### config.mk
export PLATFORM = sky130hd
export DESIGN_NAME = spi_slave_sync
export DESIGN_NICKNAME = d
export VERILOG_FILES = /design/src/rtl/spi_slave_sync.sv
export SDC_FILE = /design/constraint.sdc
export NUM_CORES = 1
export LEC_CHECK = 0
export ABC_AREA = 1
export BUFFER_PORTS_ARGS = -buffer_cell sky130_fd_sc_hd__buf_4
export CAP_MARGIN = 20
export CORE_AREA = 2 2 65 74
export CTS_BUF_LIST = sky130_fd_sc_hd__clkbuf_8
export DETAILED_ROUTE_END_ITERATION = 16
export DIE_AREA = 0 0 67 76
export PLACE_DENSITY = 0.77
export SETUP_SLACK_MARGIN = 0.15
export SYNTH_ARGS = -nofsm -noshare
export SYNTH_HDL_FRONTEND = slang
export SYNTH_SLANG_ARGS = --single-unit
### constraint.sdc
create_clock -name mclk -period 3.42 [get_ports mclk]
set_clock_uncertainty 0.05 [all_clocks]
set_input_delay 0.342 -clock mclk [delete_from_list [all_inputs] [get_ports mclk]]
set_output_delay 0.342 -clock mclk [all_outputs]
set_load 0.005 [all_outputs]
### src/rtl/spi_slave_sync.sv
// spi_slave_sync: mode-0 SPI responder, fully oversampled on mclk.
// Optional sticky overrun flag when SPI_SLV_OVERRUN_EN is defined.
module spi_slave_sync #(
  parameter int DATA_W      = 8,
  parameter int SYNC_STAGES = 2,
  parameter bit MSB_FIRST   = 1'b1
) (
  input  logic              mclk,
  input  logic              reset,
  input  logic              sclk,
  input  logic              cs,
  input  logic              mosi,
  output logic              miso,
  input  logic              load,
  input  logic [DATA_W-1:0] data_in,
  output logic              tx_ready,
  output logic [DATA_W-1:0] data_out,
  output logic              rx_valid,
  input  logic              read,
  output logic              busy
`ifdef SPI_SLV_OVERRUN_EN
  ,
  output logic              overrun
`endif
);

  localparam int CW = $clog2(DATA_W + 1);

  typedef enum logic [1:0] {
    IDLE,
    LOAD,
    SHIFT
  } state_e;

  state_e                 state_q;
  logic [SYNC_STAGES-1:0] sclk_q;
  logic [SYNC_STAGES-1:0] cs_q;
  logic [SYNC_STAGES-1:0] mosi_q;
  logic [DATA_W-1:0]      hold_q;
  logic [DATA_W-1:0]      shift_tx_q;
  logic [DATA_W-1:0]      shift_rx_q;
  logic [DATA_W-1:0]      data_out_q;
  logic [DATA_W-1:0]      tx_word_d;
  logic [CW-1:0]          bit_cnt_q;
  logic                   miso_q;
  logic                   tx_ready_q;
  logic                   rx_valid_q;
`ifdef SPI_SLV_OVERRUN_EN
  logic                   ovr_q;
`endif

  logic sclk_rise;
  logic sclk_fall;
  logic cs_rise;
  logic cs_fall;
  logic mosi_bit;
  logic word_done;
  logic preload;

  // cs sync resets low so a cs held low through reset never opens a frame
  always_ff @(posedge mclk or posedge reset) begin
    if (reset) begin
      sclk_q <= '0;
      cs_q   <= '0;
      mosi_q <= '0;
    end else begin
      sclk_q <= {sclk_q[SYNC_STAGES-2:0], sclk};
      cs_q   <= {cs_q[SYNC_STAGES-2:0], cs};
      mosi_q <= {mosi_q[SYNC_STAGES-2:0], mosi};
    end
  end

  assign sclk_rise = sclk_q[SYNC_STAGES-2] & ~sclk_q[SYNC_STAGES-1];
  assign sclk_fall = ~sclk_q[SYNC_STAGES-2] & sclk_q[SYNC_STAGES-1];
  assign cs_rise   = cs_q[SYNC_STAGES-2] & ~cs_q[SYNC_STAGES-1];
  assign cs_fall   = ~cs_q[SYNC_STAGES-2] & cs_q[SYNC_STAGES-1];
  assign mosi_bit  = mosi_q[SYNC_STAGES-1];

  assign word_done = (bit_cnt_q == CW'(DATA_W));
  assign tx_word_d = tx_ready_q ? '0 : hold_q;
  assign preload   = (state_q == LOAD) |
                     ((state_q == SHIFT) & ~cs_rise & word_done);

  function automatic logic first_bit(input logic [DATA_W-1:0] w);
    return MSB_FIRST ? w[DATA_W-1] : w[0];
  endfunction

  always_ff @(posedge mclk or posedge reset) begin
    if (reset) begin
      state_q    <= IDLE;
      hold_q     <= '0;
      shift_tx_q <= '0;
      shift_rx_q <= '0;
      data_out_q <= '0;
      bit_cnt_q  <= '0;
      miso_q     <= 1'b0;
      tx_ready_q <= 1'b1;
      rx_valid_q <= 1'b0;
`ifdef SPI_SLV_OVERRUN_EN
      ovr_q      <= 1'b0;
`endif
    end else begin
      if (read && rx_valid_q) begin
        rx_valid_q <= 1'b0;
`ifdef SPI_SLV_OVERRUN_EN
        ovr_q      <= 1'b0;
`endif
      end
      if (load && tx_ready_q && !preload) begin
        hold_q     <= data_in;
        tx_ready_q <= 1'b0;
      end
      unique case (state_q)
        IDLE: begin
          if (cs_fall) state_q <= LOAD;
        end
        LOAD: begin
          shift_tx_q <= tx_word_d;
          miso_q     <= first_bit(tx_word_d);
          tx_ready_q <= 1'b1;
          bit_cnt_q  <= '0;
          state_q    <= SHIFT;
        end
        SHIFT: begin
          if (word_done) begin
            data_out_q <= shift_rx_q;
            rx_valid_q <= 1'b1;
`ifdef SPI_SLV_OVERRUN_EN
            if (rx_valid_q && !read) ovr_q <= 1'b1;
`endif
          end
          if (cs_rise) begin
            bit_cnt_q <= '0;
            miso_q    <= 1'b0;
            state_q   <= IDLE;
          end else if (word_done) begin
            shift_tx_q <= tx_word_d;
            miso_q     <= first_bit(tx_word_d);
            tx_ready_q <= 1'b1;
            bit_cnt_q  <= '0;
          end else if (sclk_rise) begin
            if (MSB_FIRST)
              shift_rx_q <= {shift_rx_q[DATA_W-2:0], mosi_bit};
            else
              shift_rx_q <= {mosi_bit, shift_rx_q[DATA_W-1:1]};
            bit_cnt_q <= bit_cnt_q + 1'b1;
          end else if (sclk_fall && bit_cnt_q != '0) begin
            // the fall after the last bit lands after preload and is skipped
            if (MSB_FIRST) begin
              shift_tx_q <= shift_tx_q << 1;
              miso_q     <= shift_tx_q[DATA_W-2];
            end else begin
              shift_tx_q <= shift_tx_q >> 1;
              miso_q     <= shift_tx_q[1];
            end
          end
        end
        default: state_q <= IDLE;
      endcase
    end
  end

  assign miso     = miso_q;
  assign tx_ready = tx_ready_q;
  assign data_out = data_out_q;
  assign rx_valid = rx_valid_q;
  assign busy     = (state_q != IDLE);
`ifdef SPI_SLV_OVERRUN_EN
  assign overrun  = ovr_q;
`endif

endmodule

==> results.sh, run 1 <==
export IMPL_drc=0
export IMPL_place_area_um2=2360
export IMPL_syn_area_um2=2110
export IMPL_slew_headroom_pct=62.8
export IMPL_cts_hold_fix_buffers=0
export IMPL_power_mw=1.75
export IMPL_path_cells="inv_1, ha_1, nand2_1, nor3_4, o21ai_0"
export IMPL_finalSetupViolCount=0
export IMPL_fillers=426
export IMPL_areaGrowthSynthToFinish_pct=16.9
export IMPL_path_clk_slew_ps=90
export IMPL_grt_first_pass_wirelength_um=6610
export IMPL_yosys_warnings=0
export IMPL_period_needed_ps=1880
export IMPL_cts_tree="built"
export IMPL_io_pins=27
export IMPL_cp_max_fo=18
export IMPL_cts_resized=0
export IMPL_critPathArrivalTime_ps=1990
export IMPL_cp_end_kind="register"
export IMPL_initial_core_util_pct=47.8
export IMPL_max_stage_delay_ps=490
export IMPL_synth_nets=273
export IMPL_synth_cell_type_count=22
export IMPL_hold_viol=0
export IMPL_cts_setup_buffers=0
export IMPL_r2r_slack_ps=1540
export IMPL_clockBufferDepth=2
export IMPL_via_count=1580
export IMPL_p_leak_nw=1.34
export IMPL_chipHeight_um=76
export IMPL_clk_latency_ps=300
export IMPL_rsz0062_at_grt="no"
export IMPL_h_tree_depth=2
export IMPL_critPathRequiredTime_ps=3530
export IMPL_yosysSeqAreaShare_pct=54.5
export IMPL_drv_cap=0
export IMPL_r2r_cells=5
export IMPL_antenna_found_initial=0
export IMPL_die_x_um=67
export IMPL_synth_cells=253
export IMPL_design_area_um2=2470
export IMPL_grt_ovfl_total=0
export IMPL_holdPathStages=1
export IMPL_nNetsFinal=303
export IMPL_slew_violations=0
export IMPL_path_class="reg -> reg"
export IMPL_track_usage_pct=16.5
export IMPL_r2r_end="shift_rx_q[7]"
export IMPL_startpoint="state_q[0]"
export IMPL_place_congestion=0.745
export IMPL_min_from="mosi"
export IMPL_vdd_ir_drop_max_mv=0.438
export IMPL_crit_slowest_cell="nor3_4"
export IMPL_drt_iter0_drc=60
export IMPL_diodes=0
export IMPL_reg2reg_from="state_q[0]"
export IMPL_drive_above_1_share_pct=15.5
export IMPL_outcome="complete, no violations"
export IMPL_viasPerCell=4.65
export IMPL_drt_pass1_iterations=4
export IMPL_finalWorstSetupSlack_ps=1540
export IMPL_powerDensity_nw_per_um2=707
export IMPL_cts_root_buf="clkbuf_8"
export IMPL_critical_path_top_delay_family="simple AND/OR/NAND/NOR gates"
export IMPL_wl_per_cell_um=10.6
export IMPL_grt_pass1_vias=1516
export IMPL_final_antenna_net_count=0
export IMPL_post_place_ws_ps=1560
export IMPL_drt_wl_total_um=3610
export IMPL_tns_ps=0
export IMPL_dieArea_um2=5090
export IMPL_cts_buffers=5
export IMPL_hp_class="in -> reg"
export IMPL_grt_max_degree=47
export IMPL_dp_hpwl_um=2530
export IMPL_synth_avg_cell_area_um2=8.35
export IMPL_holdPathEnd="mosi_q[0]"
export IMPL_worst_path_buf_inv=1
export IMPL_tightest_slew_ps=556
export IMPL_cts_sinks=46
export IMPL_coreArea_um2=4420
export IMPL_worst_setup_path_start_kind="register"
export IMPL_max_freq_mhz=532
export IMPL_portBuffers=26
export IMPL_core_rowCount=26
export IMPL_synth_seq_cells=46
export IMPL_fin_crit_sh_pct=54.9
==> cell usage after synthesis <==
cell type	n	share of area (%)
nor3_4	1	0.77
nand2_1	94	17
buf_2	2	0.47
a21oi_1	2	0.47
ha_1	5	3.0
and3_1	1	0.30
nand3_1	12	2.8
buf_4	1	0.36
a21oi_2	1	0.41
inv_1	43	7.6
nor2_8	1	0.95
buf_6	1	0.53
nand2_2	2	0.59
clkinv_1	1	0.18
o21ai_0	26	6.2
nor2_1	5	0.89
o21ai_1	4	0.95
dfstp_2	1	1.2
dfrtp_1	45	53
nand3_2	2	0.95
nor2_4	1	0.53
xor2_1	2	0.83
==> logic make-up after synthesis <==
logic type / after synthesis / share of synthesized area (%)
AOI/OAI and AO/OA: 33 / 7.99
xor gates and xnor gates: 2 / 0.829
adders and majority gates: 5 / 2.96
buffers and inverters: 48 / 9.18
DFF: 46 / 54.5
and+or+nand+nor: 119 / 24.5
==> per-layer routing <==
layer  vias up  part of all wire, %  track usage [%]
met4         0                  1.5             5.51
met3         5                  4.1             3.55
met2        34                   45             24.4
met1       710                   49             24.2
li1        831                    -                -
met5         -                    0                0
==> worst register-to-register path: stages (launching register included) <==
cell     delay (ps)
dfrtp_1         400
inv_1           100
ha_1            310
nand2_1         230
nor3_4          490
o21ai_0         170
==> layout make-up <==
cell class                 instances  area [µm²]  area share (%)
clock buffer                       5        68.8            2.79
timing repair buffer              27         203            8.21
multi-input combinational        159         767            31.1
clock inverter                     3        43.8            1.77
inverter                          44         165            6.69
sequential                        46        1150            46.7
tap                               56        70.1            2.84
==> cell usage in the layout, fill, tap and decap left out, drive strengths merged, types with 2 or more instances in the layout <==
cell type and instances:
nor2 7, a21oi 3, clkbuf 5, o21ai 30, nand2 96, dfrtp 45
inv 43, buf 27, ha 5, xor2 2, nand3 14, clkinv 3
==> report_power, final <==
group	total [mW]	leakage [nW]	switching, mW	internal (mW)
Clock	0.404	0.0585	0.185	0.219
Sequential	0.740	0.600	0.0692	0.671
Combinational	0.603	0.682	0.389	0.214
Total	1.75	1.34	0.643	1.10
==> stage by stage <==
stage	hold slack [ps]	std cells	utilization [%]
floorplan	281	253	-
global placement	284	332	53.3
detailed placement	297	332	53.3
CTS	86.8	340	55.8
global route	78.0	340	55.8
finish	93.4	340	55.8
==> flip-flops by register name, summed over array words and instances (netlist names) <==
signal / cells
hold_q: 8
cs_q: 2
mosi_q: 2
state_q: 2
miso: 1
bit_cnt_q: 4
rx_valid: 1
tx_ready: 1
data_out: 8
shift_tx_q: 7
sclk_q: 2
shift_rx_q: 8
==> worst max-delay path by stage <==
stage | end | slack, ps | cells past startpoint
6_report | shift_rx_q[7] | 1540 | 5
5_1_grt | bit_cnt_q[0] | 1340 | 6
4_1_cts | shift_rx_q[1] | 1520 | 5
3_5_place_dp | shift_rx_q[7] | 1560 | 5
3_3_place_gp | shift_rx_q[1] | 1590 | 5
2_1_floorplan | shift_rx_q[0] | 1890 | 6
(Power assumes the default switching activity.)
==> run 2, diff against run 1 <==
clock period = 1.8 ns   (was 3.42 ns; I/O delays follow)
==> results.sh, run 2 (synthesized netlist as in run 1, its figures left out) <==
export IMPL_outcome="complete, no violations"
export IMPL_final_antenna_net_count=0
export IMPL_via_count=1682
export IMPL_drt_pass1_iterations=4
export IMPL_clk_latency_ps=310
export IMPL_critPathArrivalTime_ps=1790
export IMPL_cts_buffers=5
export IMPL_critPathRequiredTime_ps=1960
export IMPL_grt_ovfl_total=0
export IMPL_worst_setup_path_start_kind="register"
export IMPL_grt_first_pass_wirelength_um=6820
export IMPL_final_common_cell="nand2_1"
export IMPL_areaGrowthSynthToFinish_pct=23.5
export IMPL_tightest_slew_ps=556
export IMPL_antenna_found_initial=0
export IMPL_clockBufferDepth=2
export IMPL_clkPwrFrac_pct=19.0
export IMPL_p_int_mw=2.05
export IMPL_cts_sinks=46
export IMPL_grt_pass1_vias=1557
export IMPL_initial_core_util_pct=47.8
export IMPL_wl_per_cell_um=11.9
export IMPL_hold_viol=0
export IMPL_core_rowCount=26
export IMPL_slew_headroom_pct=63.0
export IMPL_hp_class="in -> reg"
export IMPL_io_pins=27
export IMPL_drive_above_1_share_pct=19.7
export IMPL_track_usage_pct=17.3
export IMPL_h_tree_depth=2
export IMPL_post_place_ws_ps=169
export IMPL_powerDensity_nw_per_um2=1300
export IMPL_drt_wl_total_um=4190
export IMPL_tns_ps=0
export IMPL_p_sw_share_pct=39.7
export IMPL_portBuffers=26
export IMPL_finalSetupViolCount=0
export IMPL_rsz0062_at_grt="yes"
export IMPL_r2r_cells=7
export IMPL_period_needed_ps=1630
export IMPL_holdPathStages=3
export IMPL_max_freq_mhz=614
export IMPL_fin_crit_sh_pct=90.5
export IMPL_power_frac_seq_pct=41.6
export IMPL_place_congestion=0.871
export IMPL_die_x_um=67
export IMPL_cts_root_buf="clkbuf_8"
export IMPL_final_cell_mix="90 x nand2_1, 45 x dfrtp_1, 42 x inv_1"
export IMPL_dp_hpwl_um=2730
export IMPL_diodes=0
export IMPL_drt_iter0_drc=73
export IMPL_dieArea_um2=5090
export IMPL_slew_violations=0
export IMPL_path_class="reg -> reg"
export IMPL_cp_end_kind="register"
export IMPL_finalWorstSetupSlack_ps=171
export IMPL_nNetsFinal=314
export IMPL_cp_max_fo=6
export IMPL_grt_max_degree=47
export IMPL_comb_power_share_pct=39.4
export IMPL_p_switching_mw=1.35
export IMPL_viasPerCell=4.79
export IMPL_vdd_ir_drop_max_mv=0.671
export IMPL_drv_cap=0
export IMPL_cts_tree="built"
export IMPL_chipHeight_um=76
export IMPL_p_leak_nw=1.38
export IMPL_coreArea_um2=4420
export IMPL_path_clk_slew_ps=90
export IMPL_drc=0
## run 2: cell count changes in the layout (fill, tap and decap cells not counted), sizes merged
cell | previous run | this run
buf | 27 | 32
dlygate4sd3 | 0 | 5
bufinv | 1 | 0
clkinvlp | 0 | 1
nand3 | 14 | 15
## run 2: routing by layer
| metal | up-vias | share of wire [%] | track usage, % |
|---|---|---|---|
| met4 | 0 | 1.9 | 7.35 |
| met1 | 777 | 46 | 24.1 |
| li1 | 857 | - | - |
| met5 | - | 0 | 0 |
| met3 | 7 | 4.1 | 3.69 |
| met2 | 41 | 48 | 25.9 |
## run 2: repair_timing
item                                   4_1_cts  5_1_grt
endpoints found under the hold margin       49        0
gates resized for setup                      0       14
pin swaps                                    0       12
setup endpoints to repair                    2       37
cloned                                       0        1
hold buffers                                 5        0
buffers inserted                             0        3
## run 2: cell type report
cell class | count | area, µm²
well taps | 56 | 70.1
clock inverters | 3 | 25.0
fillers | 400 | 1810
flip-flops and latches | 46 | 1150
clock buffers | 5 | 68.8
inverters | 44 | 165
multi-input cells | 160 | 835
repair buffers | 37 | 294
## run 2: worst max-delay path, cell delays in order (launching register included)
cell     delay (ps)
dfrtp_1         390
inv_1           110
ha_2            270
nand2_2         130
o21ai_1         340
nand2_1         120
nand2_1          80
nand2_1          40
## run 2: worst paths after layout
path	slack, ps	start	to
max	170	state_q[0]	bit_cnt_q[1]
min	70	data_in[0]	hold_q[0]
max reg2reg	170	state_q[0]	bit_cnt_q[1]
min reg2reg	310	mosi_q[0]	mosi_q[1]
max in group asynchronous	800	reset	shift_tx_q[3]
min in group asynchronous	520	reset	bit_cnt_q[2]
## run 2: power groups by stage
stage	clock network [mW]	logic (mW)	registers, mW
after global placement	0	1.12	1.42
final	0.646	1.34	1.42
after detailed placement	0	1.15	1.43
after CTS	0.663	1.17	1.41
after global routing	0.695	1.56	1.44
after floorplan	0	0.900	1.39
## run 2: through the flow
stage / hold WS [ps] / power (mW) / utilization [%] / cells / area (µm²)
finish: 71.4 / 3.41 / 59.0 / 351 / 2610
global route: 88.2 / 3.70 / 59.0 / 351 / 2610
CTS: 76.3 / 3.25 / 56.9 / 347 / 2520
detailed placement: 241 / 2.58 / 53.6 / 334 / 2370
global placement: 240 / 2.54 / 53.6 / 334 / 2370
floorplan: 161 / 2.29 / - / 253 / 2110
==> run 3, diff against run 2 <==
clock period = 2 ns   (was 1.8 ns; I/O delays follow)
==> results.sh, run 3 (synthesized netlist as in run 1, its figures left out) <==
export IMPL_io_pins=27
export IMPL_fillers=404
export IMPL_final_util_pct=56.7
export IMPL_place_congestion=0.745
export IMPL_max_freq_mhz=596
export IMPL_wl_met1_um=1800
export IMPL_r2r_slack_ps=320
export IMPL_path_cells="inv_1, ha_2, nand2_1, o21ai_1, nand2_1, nand2_1, nand2_1"
export IMPL_critical_path_top_delay_family="simple AND/OR/NAND/NOR gates"
export IMPL_worst_path_buf_inv=1
export IMPL_worst_path_most_repeated_cell="nand2_1"
export IMPL_max_stage_delay_ps=400
export IMPL_cp_depth=7
export IMPL_dieArea_um2=5090
export IMPL_coreArea_um2=4420
export IMPL_path_clk_slew_ps=90
export IMPL_drive_above_1_share_pct=16.7
export IMPL_drv_cap=0
export IMPL_grt_ovfl_total=0
export IMPL_nNetsFinal=307
export IMPL_startpoint="state_q[0]"
export IMPL_tightest_slew_ps=557
export IMPL_grt_max_degree=47
export IMPL_finalHoldWorstSlack_ps=-4.38
export IMPL_critPathArrivalTime_ps=1820
export IMPL_cts_tree="built"
export IMPL_cts_root_buf="clkbuf_8"
export IMPL_worst_setup_path_start_kind="register"
export IMPL_drc=0
export IMPL_rsz0062_at_grt="no"
export IMPL_dr_wl_met3_um=115
export IMPL_grt_first_pass_wirelength_um=6720
export IMPL_areaGrowthSynthToFinish_pct=18.7
export IMPL_drt_iter0_drc=35
export IMPL_fin_cells=344
export IMPL_portBuffers=26
export IMPL_period_needed_ps=1680
export IMPL_r2r_cells=7
export IMPL_place_inst=332
export IMPL_p_leak_nw=1.35
export IMPL_via_count=1591
export IMPL_slew_headroom_pct=62.9
export IMPL_seq_area_um2=1150
export IMPL_core_rowCount=26
export IMPL_hp_class="in -> async"
export IMPL_vdd_ir_drop_max_mv=0.851
export IMPL_h_tree_depth=2
export IMPL_cp_end_kind="register"
export IMPL_final_common_cell="nand2_1"
export IMPL_outcome="finished with violations"
export IMPL_slew_violations=0
export IMPL_design_area_um2=2510
export IMPL_reg2reg_from="state_q[0]"
export IMPL_highest_layer="met4"
export IMPL_crit_slowest_cell="dfrtp_1"
export IMPL_drt_pass1_iterations=4
export IMPL_track_usage_pct=16.9
export IMPL_dp_hpwl_um=2580
export IMPL_powerDensity_nw_per_um2=1150
export IMPL_place_area_um2=2360
export IMPL_worstSetupEndpoint="bit_cnt_q[1]"
export IMPL_multi_input_area_um2=778
export IMPL_chipHeight_um=76
export IMPL_antenna_found_initial=0
export IMPL_wl_per_cell_um=10.9
export IMPL_final_antenna_net_count=0
export IMPL_finalSetupViolCount=0
export IMPL_wl_met2_um=1800
export IMPL_drt_wl_total_um=3760
export IMPL_cts_sinks=46
export IMPL_violations="negative hold slack"
export IMPL_hold_viol=33
export IMPL_critPathRequiredTime_ps=2150
export IMPL_r2r_end="bit_cnt_q[1]"
export IMPL_path_class="reg -> reg"
export IMPL_clk_latency_ps=290
export IMPL_diodes=0
export IMPL_cts_buffers=5
export IMPL_final_cell_mix="94 x nand2_1, 45 x dfrtp_1, 42 x inv_1"
export IMPL_tns_ps=0
export IMPL_clockBufferDepth=2
export IMPL_fin_crit_sh_pct=83.9
export IMPL_die_x_um=67
export IMPL_cp_max_fo=6
export IMPL_viasPerCell=4.63
export IMPL_grt_pass1_vias=1545
export IMPL_initial_core_util_pct=47.8
run 3: tightest hold or removal path: cells and delay by family:
| family | cells | cell delay, ps |
|---|---|---|
| buffers and inverters | 3 | 600 |
run 3: timing repair:
| action | 4_1_cts | 5_1_grt |
|---|---|---|
| setup buffers | 1 | 0 |
| hold endpoints to repair | 3 | 0 |
| pin swaps | 1 | 0 |
| resized for setup | 0 | 3 |
| endpoints found under the setup margin | 10 | 8 |
| hold buffers | 3 | 0 |
run 3: worst min-delay path by stage:
stage	to	slack, ps
after floorplan	cs_q[0]	180
after global placement	mosi_q[0]	260
after detailed placement	mosi_q[0]	260
after CTS	cs_q[0]	10
after global routing	rx_valid	20
final	shift_tx_q[0]	-4
run 3: metal layers:
layer	GRT usage, %	vias up
met4	5.51	0
met3	3.99	4
met5	0	-
met2	25.4	23
li1	-	834
met1	24.1	730
run 3: through the flow:
step / setup slack, ps / power [mW]
floorplan: 474 / 2.06
global placement: 170 / 2.29
global route: 170 / 3.17
finish: 323 / 2.89
CTS: 244 / 2.90
detailed placement: 118 / 2.32
run 3: area by class of cell:
type | instances | share of cell area, %
sequential | 46 | 45.9
clock buffer | 5 | 2.74
clock inverter | 3 | 0.848
timing repair buffer | 31 | 10.1
multi-input combinational | 159 | 31.0
inverter | 44 | 6.58
tap | 56 | 2.79
run 3: report_power, final:
part,switching (mW),total [mW],internal [mW],leakage [nW]
Combinational,0.681,1.07,0.385,0.704
Sequential,0.117,1.26,1.15,0.600
Clock,0.312,0.558,0.246,0.0441
Total,1.11,2.89,1.78,1.35
